===== src/rtl/uart_rx_deserializer.sv =====
// UART receiver: 8N1 serial-to-parallel with oversampled start/bit-centre sampling.
// Define UART_RX_PARITY_EN to receive 8E1 frames and drive parity_err.
module uart_rx_deserializer #(
  parameter int unsigned CLK_FREQ   = 50_000_000,
  parameter int unsigned BAUD_RATE  = 115_200,
  parameter int unsigned OVERSAMPLE = 16
) (
  input  logic       clk,
  input  logic       reset,
  input  logic       rx,
  output logic [7:0] byte_out,
  output logic       valid,
  output logic       frame_err,
  output logic       parity_err,
  output logic       busy
);

  localparam int unsigned Div   = CLK_FREQ / (BAUD_RATE * OVERSAMPLE);
  localparam int unsigned DivW  = (Div > 1) ? $clog2(Div) : 1;
  localparam int unsigned TickW = $clog2(OVERSAMPLE);

  localparam logic [DivW-1:0]  DivMax  = DivW'(Div - 1);
  localparam logic [TickW-1:0] HalfMax = TickW'(OVERSAMPLE / 2 - 1);
  localparam logic [TickW-1:0] FullMax = TickW'(OVERSAMPLE - 1);

  if (Div == 0) begin : g_div_check
    $error("uart_rx_deserializer: CLK_FREQ too low for BAUD_RATE*OVERSAMPLE");
  end

`ifdef UART_RX_PARITY_EN
  typedef enum logic [2:0] {StIdle, StStart, StData, StParity, StStop} state_e;
`else
  typedef enum logic [2:0] {StIdle, StStart, StData, StStop} state_e;
`endif

  state_e           state_q, state_d;
  logic             rx_meta_q, rx_s;
  logic [DivW-1:0]  div_q, div_d;
  logic             tick, restart;
  logic [TickW-1:0] tick_cnt_q, tick_cnt_d;
  logic [2:0]       bit_idx_q, bit_idx_d;
  logic [7:0]       shreg_q, shreg_d;
  logic [7:0]       byte_q, byte_d;
  logic             valid_q, valid_d;
  logic             ferr_q, ferr_d;
  logic             armed_q, armed_d;
  logic             par_ok;
`ifdef UART_RX_PARITY_EN
  logic             par_bad_q, par_bad_d;
  logic             perr_q, perr_d;
`endif

  // Synchronizer presets to idle-high so reset never looks like a start edge.
  always_ff @(posedge clk or negedge reset) begin
    if (!reset) begin
      rx_meta_q <= 1'b1;
      rx_s      <= 1'b1;
    end else begin
      rx_meta_q <= rx;
      rx_s      <= rx_meta_q;
    end
  end

  assign tick  = (div_q == DivMax);
  assign div_d = (restart || tick) ? '0 : div_q + 1'b1;

`ifdef UART_RX_PARITY_EN
  assign par_ok = !par_bad_q;
`else
  assign par_ok = 1'b1;
`endif

  always_comb begin
    state_d    = state_q;
    tick_cnt_d = tick_cnt_q;
    bit_idx_d  = bit_idx_q;
    shreg_d    = shreg_q;
    byte_d     = byte_q;
    armed_d    = armed_q;
    valid_d    = 1'b0;
    ferr_d     = 1'b0;
    restart    = 1'b0;
`ifdef UART_RX_PARITY_EN
    par_bad_d  = par_bad_q;
    perr_d     = 1'b0;
`endif
    unique case (state_q)
      StIdle: begin
        if (rx_s) begin
          armed_d = 1'b1;
        end else if (armed_q) begin
          state_d    = StStart;
          tick_cnt_d = '0;
          restart    = 1'b1;
        end
      end
      StStart: begin
        if (tick) begin
          if (tick_cnt_q == HalfMax) begin
            tick_cnt_d = '0;
            bit_idx_d  = '0;
            state_d    = rx_s ? StIdle : StData;
          end else begin
            tick_cnt_d = tick_cnt_q + 1'b1;
          end
        end
      end
      StData: begin
        if (tick) begin
          if (tick_cnt_q == FullMax) begin
            tick_cnt_d         = '0;
            shreg_d[bit_idx_q] = rx_s;
            if (bit_idx_q == 3'd7) begin
`ifdef UART_RX_PARITY_EN
              state_d = StParity;
`else
              state_d = StStop;
`endif
            end else begin
              bit_idx_d = bit_idx_q + 1'b1;
            end
          end else begin
            tick_cnt_d = tick_cnt_q + 1'b1;
          end
        end
      end
`ifdef UART_RX_PARITY_EN
      StParity: begin
        if (tick) begin
          if (tick_cnt_q == FullMax) begin
            tick_cnt_d = '0;
            // Even parity: data plus parity bit must hold an even count of ones.
            par_bad_d  = (^shreg_q) ^ rx_s;
            state_d    = StStop;
          end else begin
            tick_cnt_d = tick_cnt_q + 1'b1;
          end
        end
      end
`endif
      StStop: begin
        if (tick) begin
          if (tick_cnt_q == FullMax) begin
            tick_cnt_d = '0;
            state_d    = StIdle;
`ifdef UART_RX_PARITY_EN
            perr_d     = par_bad_q;
`endif
            if (!rx_s) begin
              ferr_d  = 1'b1;
              // Line still low (break): wait for it to go high before re-arming.
              armed_d = 1'b0;
            end else if (par_ok) begin
              valid_d = 1'b1;
              byte_d  = shreg_q;
            end
          end else begin
            tick_cnt_d = tick_cnt_q + 1'b1;
          end
        end
      end
      default: state_d = StIdle;
    endcase
  end

  always_ff @(posedge clk or negedge reset) begin
    if (!reset) begin
      state_q    <= StIdle;
      div_q      <= '0;
      tick_cnt_q <= '0;
      bit_idx_q  <= '0;
      shreg_q    <= '0;
      byte_q     <= '0;
      valid_q    <= 1'b0;
      ferr_q     <= 1'b0;
      armed_q    <= 1'b1;
`ifdef UART_RX_PARITY_EN
      par_bad_q  <= 1'b0;
      perr_q     <= 1'b0;
`endif
    end else begin
      state_q    <= state_d;
      div_q      <= div_d;
      tick_cnt_q <= tick_cnt_d;
      bit_idx_q  <= bit_idx_d;
      shreg_q    <= shreg_d;
      byte_q     <= byte_d;
      valid_q    <= valid_d;
      ferr_q     <= ferr_d;
      armed_q    <= armed_d;
`ifdef UART_RX_PARITY_EN
      par_bad_q  <= par_bad_d;
      perr_q     <= perr_d;
`endif
    end
  end

  assign byte_out  = byte_q;
  assign valid     = valid_q;
  assign frame_err = ferr_q;
  assign busy      = (state_q != StIdle);
`ifdef UART_RX_PARITY_EN
  assign parity_err = perr_q;
`else
  assign parity_err = 1'b0;
`endif

endmodule


===== config.mk =====
export PLATFORM = sky130hd
export DESIGN_NAME = uart_rx_deserializer
export DESIGN_NICKNAME = d
export VERILOG_FILES = /design/src/rtl/uart_rx_deserializer.sv
export SDC_FILE = /design/constraint.sdc
export NUM_CORES = 1
export LEC_CHECK = 0
export BUFFER_PORTS_ARGS = -buffer_cell sky130_fd_sc_hd__buf_2
export CAP_MARGIN = 15
export CORE_MARGIN = 4
export CORE_UTILIZATION = 62
export DETAILED_ROUTE_END_ITERATION = 8
export GPL_TIMING_DRIVEN = 0
export PLACE_DENSITY_LB_ADDON = 0.08
export SETUP_SLACK_MARGIN = 0.15
export SLEW_MARGIN = 20
export SYNTH_ARGS = -nofsm -noshare
export SYNTH_HDL_FRONTEND = slang
export SYNTH_SLANG_ARGS = --single-unit

===== constraint.sdc =====
create_clock -name clk -period 5.21 [get_ports clk]
set_input_delay 0.2605 -clock clk [delete_from_list [all_inputs] [get_ports clk]]
set_output_delay 0.2605 -clock clk [all_outputs]
set_load 0.01 [all_outputs]

---- Word level (Yosys, flattened, before mapping) ----
Index checks and enable logic that the tools add are counted.
word-level totals
  flip-flop bits (word level) ............. 36
  output and inout port bits .............. 12
  word-level logic and storage cells ...... 94
cells by class
  $add $sub $neg .......................... 3
  order comparisons ....................... 2
  equality and inequality tests ........... 20
  muxes and demuxes ....................... 44
  reduce and logical (&&, ||, !) cells .... 14
operators with widths
  operator                                             number
  2-to-1 mux 3 bit                                     14
  2-to-1 mux 4 bit                                     6
  inequality test 2 bit (second input constant)        12
  2-to-1 mux 1 bit                                     16
  one-hot mux 3 bit (4 select lines)                   1
  one-hot mux 4 bit (3 select lines)                   1
  AND reduction 5 bit                                  2
  AND reduction 9 bit                                  1
  bitwise mux 8 bit                                    1
  == test 3 x 2 -> 1 bit (second input constant)       2
  one-hot mux 3 bit (2 select lines)                   1
  AND reduction 6 bit                                  1
  nonzero test 3 bit                                   2
  adder 5 x 1 -> 5 bit (second input constant)         1
  == test 5 bit (second input constant)                1
  2-to-1 mux 5 bit                                     1
  adder 4 x 1 -> 4 bit (second input constant)         1
  == test 4 x 3 -> 1 bit (second input constant)       1
  == test 4 bit (second input constant)                1
  < comparator 3 x 4 -> 1 bit (second input constant)  1
  AND reduction 4 bit                                  1
  nonzero test 2 bit                                   2
  adder 3 x 1 -> 3 bit (second input constant)         1
  demux 1 bit (select 3 bit)                           1
  other kinds (11)                                     11

---- Logic depth before layout (Yosys ltp) ----
  depth in word-level cells ............... 5
  mapped depth ............................ 7
  mapped depth without buffers ............ 6

---- Worst setup path before layout ----
No wires, ideal clock.
  path type ............................... reg2reg
  start ................................... reg tick_cnt_q[0]
  end ..................................... reg shreg_q[3]
  setup time .............................. 0.125 ns
  arrival ................................. 1.514 ns
  data required time ...................... 5.085 ns
  setup slack ............................. 3.571 ns
  cell stages (with the launch flop) ...... 6
  clock period less this slack ............ 1.639 ns
  cells stage by stage .................... dfrtp_1 -> ha_1 -> and3_1 -> nand3_2 -> nor4_2 -> mux2_2
on the way
  longest elaborated chain between the ends .. 2
RTL lines
  item                                  RTL line  source
  start: declaration                    40        logic [TickW-1:0] tick_cnt_q, tick_cnt_d;
  start signal: assignment              184       tick_cnt_q <= tick_cnt_d;
  == test 4 bit                         110       if (tick_cnt_q == FullMax) begin
  AND reduction 3 bit (no source line)  n/a
  end signal: assignment                186       shreg_q <= shreg_d;
  end: declaration                      42        logic [7:0] shreg_q, shreg_d;
Every way passes these cells.
A chain may end at the register's enable or synchronous reset.

---- Final worst setup path ----
  start ................................... reg tick_cnt_q[0]
  end ..................................... reg shreg_q[5]
The elaborated chain is that of the path after synthesis.

==> impl_table.tex <==
\begin{tabular}{lr}
\hline
Metric & Value \\
\hline
\multicolumn{2}{l}{\textbf{CTS}} \\
\quad Clock sink count & 35 \\
\quad Count of H-tree levels built during CTS & 2 \\
\quad Source-to-sink clock delay at the later pin of the worst-skew pair & 0.34 ns \\
\quad Clock tree from TritonCTS & yes \\
\quad Cells resized by post-CTS repair & 0 \\
\quad Clock root buffer & sky130\_fd\_sc\_hd\_\_clkbuf\_4 \\
\quad Deepest clock path buffer count & 2 \\
\quad TritonCTS Buffers & 5 \\
\quad CTS clock-pin slew for the worst setup and hold paths & 0.10 ns \\
\multicolumn{2}{l}{\textbf{Pwr}} \\
\quad P\_leak & 0.969 nW \\
\quad Power Dens Cells & 316 mW/mm\^{}2 \\
\quad Largest vdd supply drop & 320 uV \\
\multicolumn{2}{l}{\textbf{Route}} \\
\quad Via-to-Cell Ratio & 6.10 \\
\quad Overall routed net length & 3.35 mm \\
\quad First-iteration detailed-routing DRC count & 40 \\
\quad DRC violations left & 0 \\
\quad Final antenna-violating net count & 0 \\
\quad First-pass iteration count of the detailed router & 6 \\
\quad WL/cell & 16.6 um \\
\quad Total vias in the final route & 1232 \\
\multicolumn{2}{l}{\textbf{Die}} \\
\quad Placeable Area & 0.00259 mm\^{}2 \\
\quad Effective utilization at floorplan & 67.5\% \\
\quad Floorplan row count & 18 \\
\quad Chip width & 61.1 um \\
\quad Height of the chip & 61.1 um \\
\quad Die area & 0.00373 mm\^{}2 \\
\quad Number of top-level pins & 15 \\
\multicolumn{2}{l}{\textbf{GRT}} \\
\quad Maximum number of pins on one net before global-route repair & 36 \\
\quad Wire length of the first global-routing pass & 5.69 mm \\
\quad Aggregate global routing overflow & 0 \\
\quad Overall Global Routing Usage & 21.3\% \\
\quad Number of antenna violations at the first check in global routing & 0 \\
\quad Via count of the first global-routing pass & 1279 \\
\multicolumn{2}{l}{\textbf{Final layout}} \\
\quad Layout Cells excl Fill & 202 \\
\quad Signed area change from the synthesized netlist to the final layout & 9.88\% \\
\quad Storage cell area & 880 um\^{}2 \\
\quad Multi-input gate area & 793 um\^{}2 \\
\quad Post-layout net count & 179 \\
\quad Share of final-layout standard cells stronger than drive strength 1 & 28.5\% \\
\quad Fill cell total of the finished layout & 161 \\
\quad ANT cells & 0 \\
\multicolumn{2}{l}{\textbf{Synthesis}} \\
\quad Sequential fraction of the synthesis area & 50.3\% \\
\quad Cells after Synth & 150 \\
\quad Largest family of logic cells by synthesized area & simple AND/OR/NAND/NOR gates \\
\quad Syn Area/Cell & 11.7 um\^{}2 \\
\quad Mux share of post-synthesis cell area & 13.2\% \\
\quad Synth Warn \# & 0 \\
\quad Post-Synth XOR/XNOR Area & 2.00\% \\
\quad Main synth FF type & sky130\_fd\_sc\_hd\_\_dfrtp\_1 \\
\quad Proportion of synthesized flip-flops having asynchronous set or reset & 100\% \\
\quad Cell Area, Synth & 0.00175 mm\^{}2 \\
\quad EDFF count, synth & 0 \\
\quad Number of synthesized register bits & 35 \\
\quad Post-synthesis simple-gate area fraction & 18.8\% \\
\quad Post-synthesis share of cell area spent on full adders, half adders and majority gates & 3.58\% \\
\quad Complex-gate fraction of the synthesized area & 7.59\% \\
\quad Post-synthesis cell type count & 42 \\
\quad Syn nets & 158 \\
\multicolumn{2}{l}{\textbf{STA}} \\
\quad Relative max-transition margin & 49.5\% \\
\quad Post-route clock period utilization & 36.1\% \\
\quad Worst Skew & 0.0119 ns \\
\quad Total count of max-transition violations in the final report & 0 \\
\quad Accumulated negative setup slack & 0 ns \\
\quad Slew @ Worst Pin & 0.757 ns \\
\quad Setup repair after global routing missed its margin & no \\
\quad Min cycle time layout & 1.88 ns \\
\quad Final hold violation count & 0 \\
\quad Setup-violating endpoint count in the final report & 0 \\
\quad Achievable frequency & 0.532 GHz \\
\quad Final-layout worst hold slack & 0.0164 ns \\
\multicolumn{2}{l}{\textbf{Place}} \\
\quad DPL Wire Length & 2.35 mm \\
\quad Placer congestion estimate & 0.852 \\
\quad Cell count after placement & 193 \\
\quad Input/output buffers & 13 \\
\multicolumn{2}{l}{\textbf{Worst setup path}} \\
\quad Data required time of the worst path & 5.43 ns \\
\quad Reg-to-Reg End & shreg\_q[5] \\
\quad WP data arrival & 2.10 ns \\
\quad Classification of the worst setup path & reg -> reg \\
\quad Element type at the critical path end & flop \\
\quad Launch instance of the worst register-to-register path & tick\_cnt\_q[0] \\
\quad Slack of the worst reg-to-reg path & 3.33 ns \\
\quad Worst reg-to-reg path cell count & 5 \\
\quad Crit Path Max Fanout & 8 \\
\quad Startpoint type of the worst setup path & flop \\
\multicolumn{2}{l}{\textbf{Job}} \\
\quad \# Max-Cap Violations & 0 \\
\multicolumn{2}{l}{\textbf{Hold path}} \\
\quad Tightest Hold Check Type & in -> reg \\
\quad Worst hold path cell count & 1 \\
\quad Hold path start & rx \\
\quad Hold Crit Endpoint & rx\_meta\_q \\
\multicolumn{2}{l}{\textbf{Outcome}} \\
\quad Run status & complete, no violations \\
\hline
\end{tabular}
-- per-layer routing --
layer  wire length (um)  global-route usage [%]
met2               1660                    36.0
met1               1450                    25.0
met4                 70                    9.91
met3                172                    6.29
met5                  0                       0
-- how the worst max path moves through the flow --
stage | slack (ns) | endpoint | cells after the start | start
after floorplan | 3.57 | shreg_q[3] | 5 | tick_cnt_q[0]
after global placement | 3.42 | shreg_q[3] | 5 | tick_cnt_q[0]
after detailed placement | 3.39 | shreg_q[5] | 5 | tick_cnt_q[0]
after CTS | 3.35 | shreg_q[5] | 5 | tick_cnt_q[0]
after global routing | 3.21 | shreg_q[5] | 5 | tick_cnt_q[0]
final | 3.33 | shreg_q[5] | 5 | tick_cnt_q[0]
-- area by class of cell --
class,count,area share (%)
Buffer,7,2.15
Clock buffer,7,2.87
Clock inverter,1,0.261
Inverter,9,1.76
Multi-Input combinational cell,99,41.3
Sequential cell,35,45.8
Tap cell,30,1.95
Timing Repair Buffer,14,3.91
-- metrics by stage --
stage	total power, mW	cell area [um^2]	utilization, %	setup slack [ns]
2_1_floorplan	0.419	1750	-	3.57
3_3_place_gp	0.443	1850	71.4	3.42
3_5_place_dp	0.455	1850	71.4	3.39
4_1_cts	0.612	1920	74.2	3.35
5_1_grt	0.648	1920	74.2	3.21
6_report	0.608	1920	74.2	3.33
-- registers in the layout, indices dropped and copies added (netlist names) --
signal and flops:
frame_err 1, shreg_q 8, byte_out 8, rx_meta_q 1, tick_cnt_q 4, valid 1
state_q 2, bit_idx_q 3, div_q 5, rx_s 1, armed_q 1
-- cell usage in the layout, fill, tap and decap left out, types with 4 or more instances in the layout --
cell type / n
sky130_fd_sc_hd__a31oi_1: 4
sky130_fd_sc_hd__buf_2: 16
sky130_fd_sc_hd__clkbuf_4: 5
sky130_fd_sc_hd__dfrtp_1: 32
sky130_fd_sc_hd__ha_1: 5
sky130_fd_sc_hd__inv_1: 9
sky130_fd_sc_hd__mux2_1: 6
sky130_fd_sc_hd__mux2_4: 8
sky130_fd_sc_hd__nand2_1: 9
sky130_fd_sc_hd__nand3_1: 8
sky130_fd_sc_hd__nand4_1: 4
sky130_fd_sc_hd__nor2_1: 11
sky130_fd_sc_hd__o21ai_0: 4
-- power by group --
part	internal [mW]	switching (mW)
Sequential	0.300	0.0349
Combinational	0.0496	0.0715
Clock	0.0654	0.0868
-- cell usage after synthesis (all sizes together), types with 2 or more instances --
cell type / n / share of area [%]
a31oi: 4 / 1.4
dfstp: 3 / 4.5
dfrtp: 32 / 46
mux2i: 2 / 1.1
xor2: 2 / 1.0
and3: 2 / 0.72
o21ai: 6 / 1.7
nor4: 3 / 2.6
buf: 6 / 2.1
nand3: 10 / 3.9
mux2: 16 / 12
o31ai: 3 / 1.3
nand4: 5 / 2.1
nor2: 12 / 2.7
nand2: 11 / 2.6
a21oi: 3 / 0.86
inv: 9 / 1.9
ha: 5 / 3.6
nand2b: 2 / 0.72
xnor2: 2 / 1.0
-- worst max-delay path: stages, from the launching register on --
cell and delay [ns]:
sky130_fd_sc_hd__dfrtp_1 0.43, sky130_fd_sc_hd__ha_1 0.36, sky130_fd_sc_hd__and3_1 0.26, sky130_fd_sc_hd__nand3_2 0.17, sky130_fd_sc_hd__nor4_2 0.21, sky130_fd_sc_hd__mux2_1 0.34
-- cells by family (layout without fill, tap and decap cells) --
group,Yosys count,in the layout
flip-flops,35,35
AND/OR/NAND/NOR,50,50
adder cells (fa/ha/maj),5,5
buffers and inverters,16,38
XOR/XNOR,4,4
AO/OA/AOI/OAI,21,21
other,1,1
multiplexers,18,18
-- repair_timing --
item                       4_1_cts  5_1_grt
setup endpoints to repair        0        0
hold endpoints to repair        10        0
hold buffers                     1        0
buffers inserted                 0        0
Note: power is estimated with default switching activity, not from simulation.
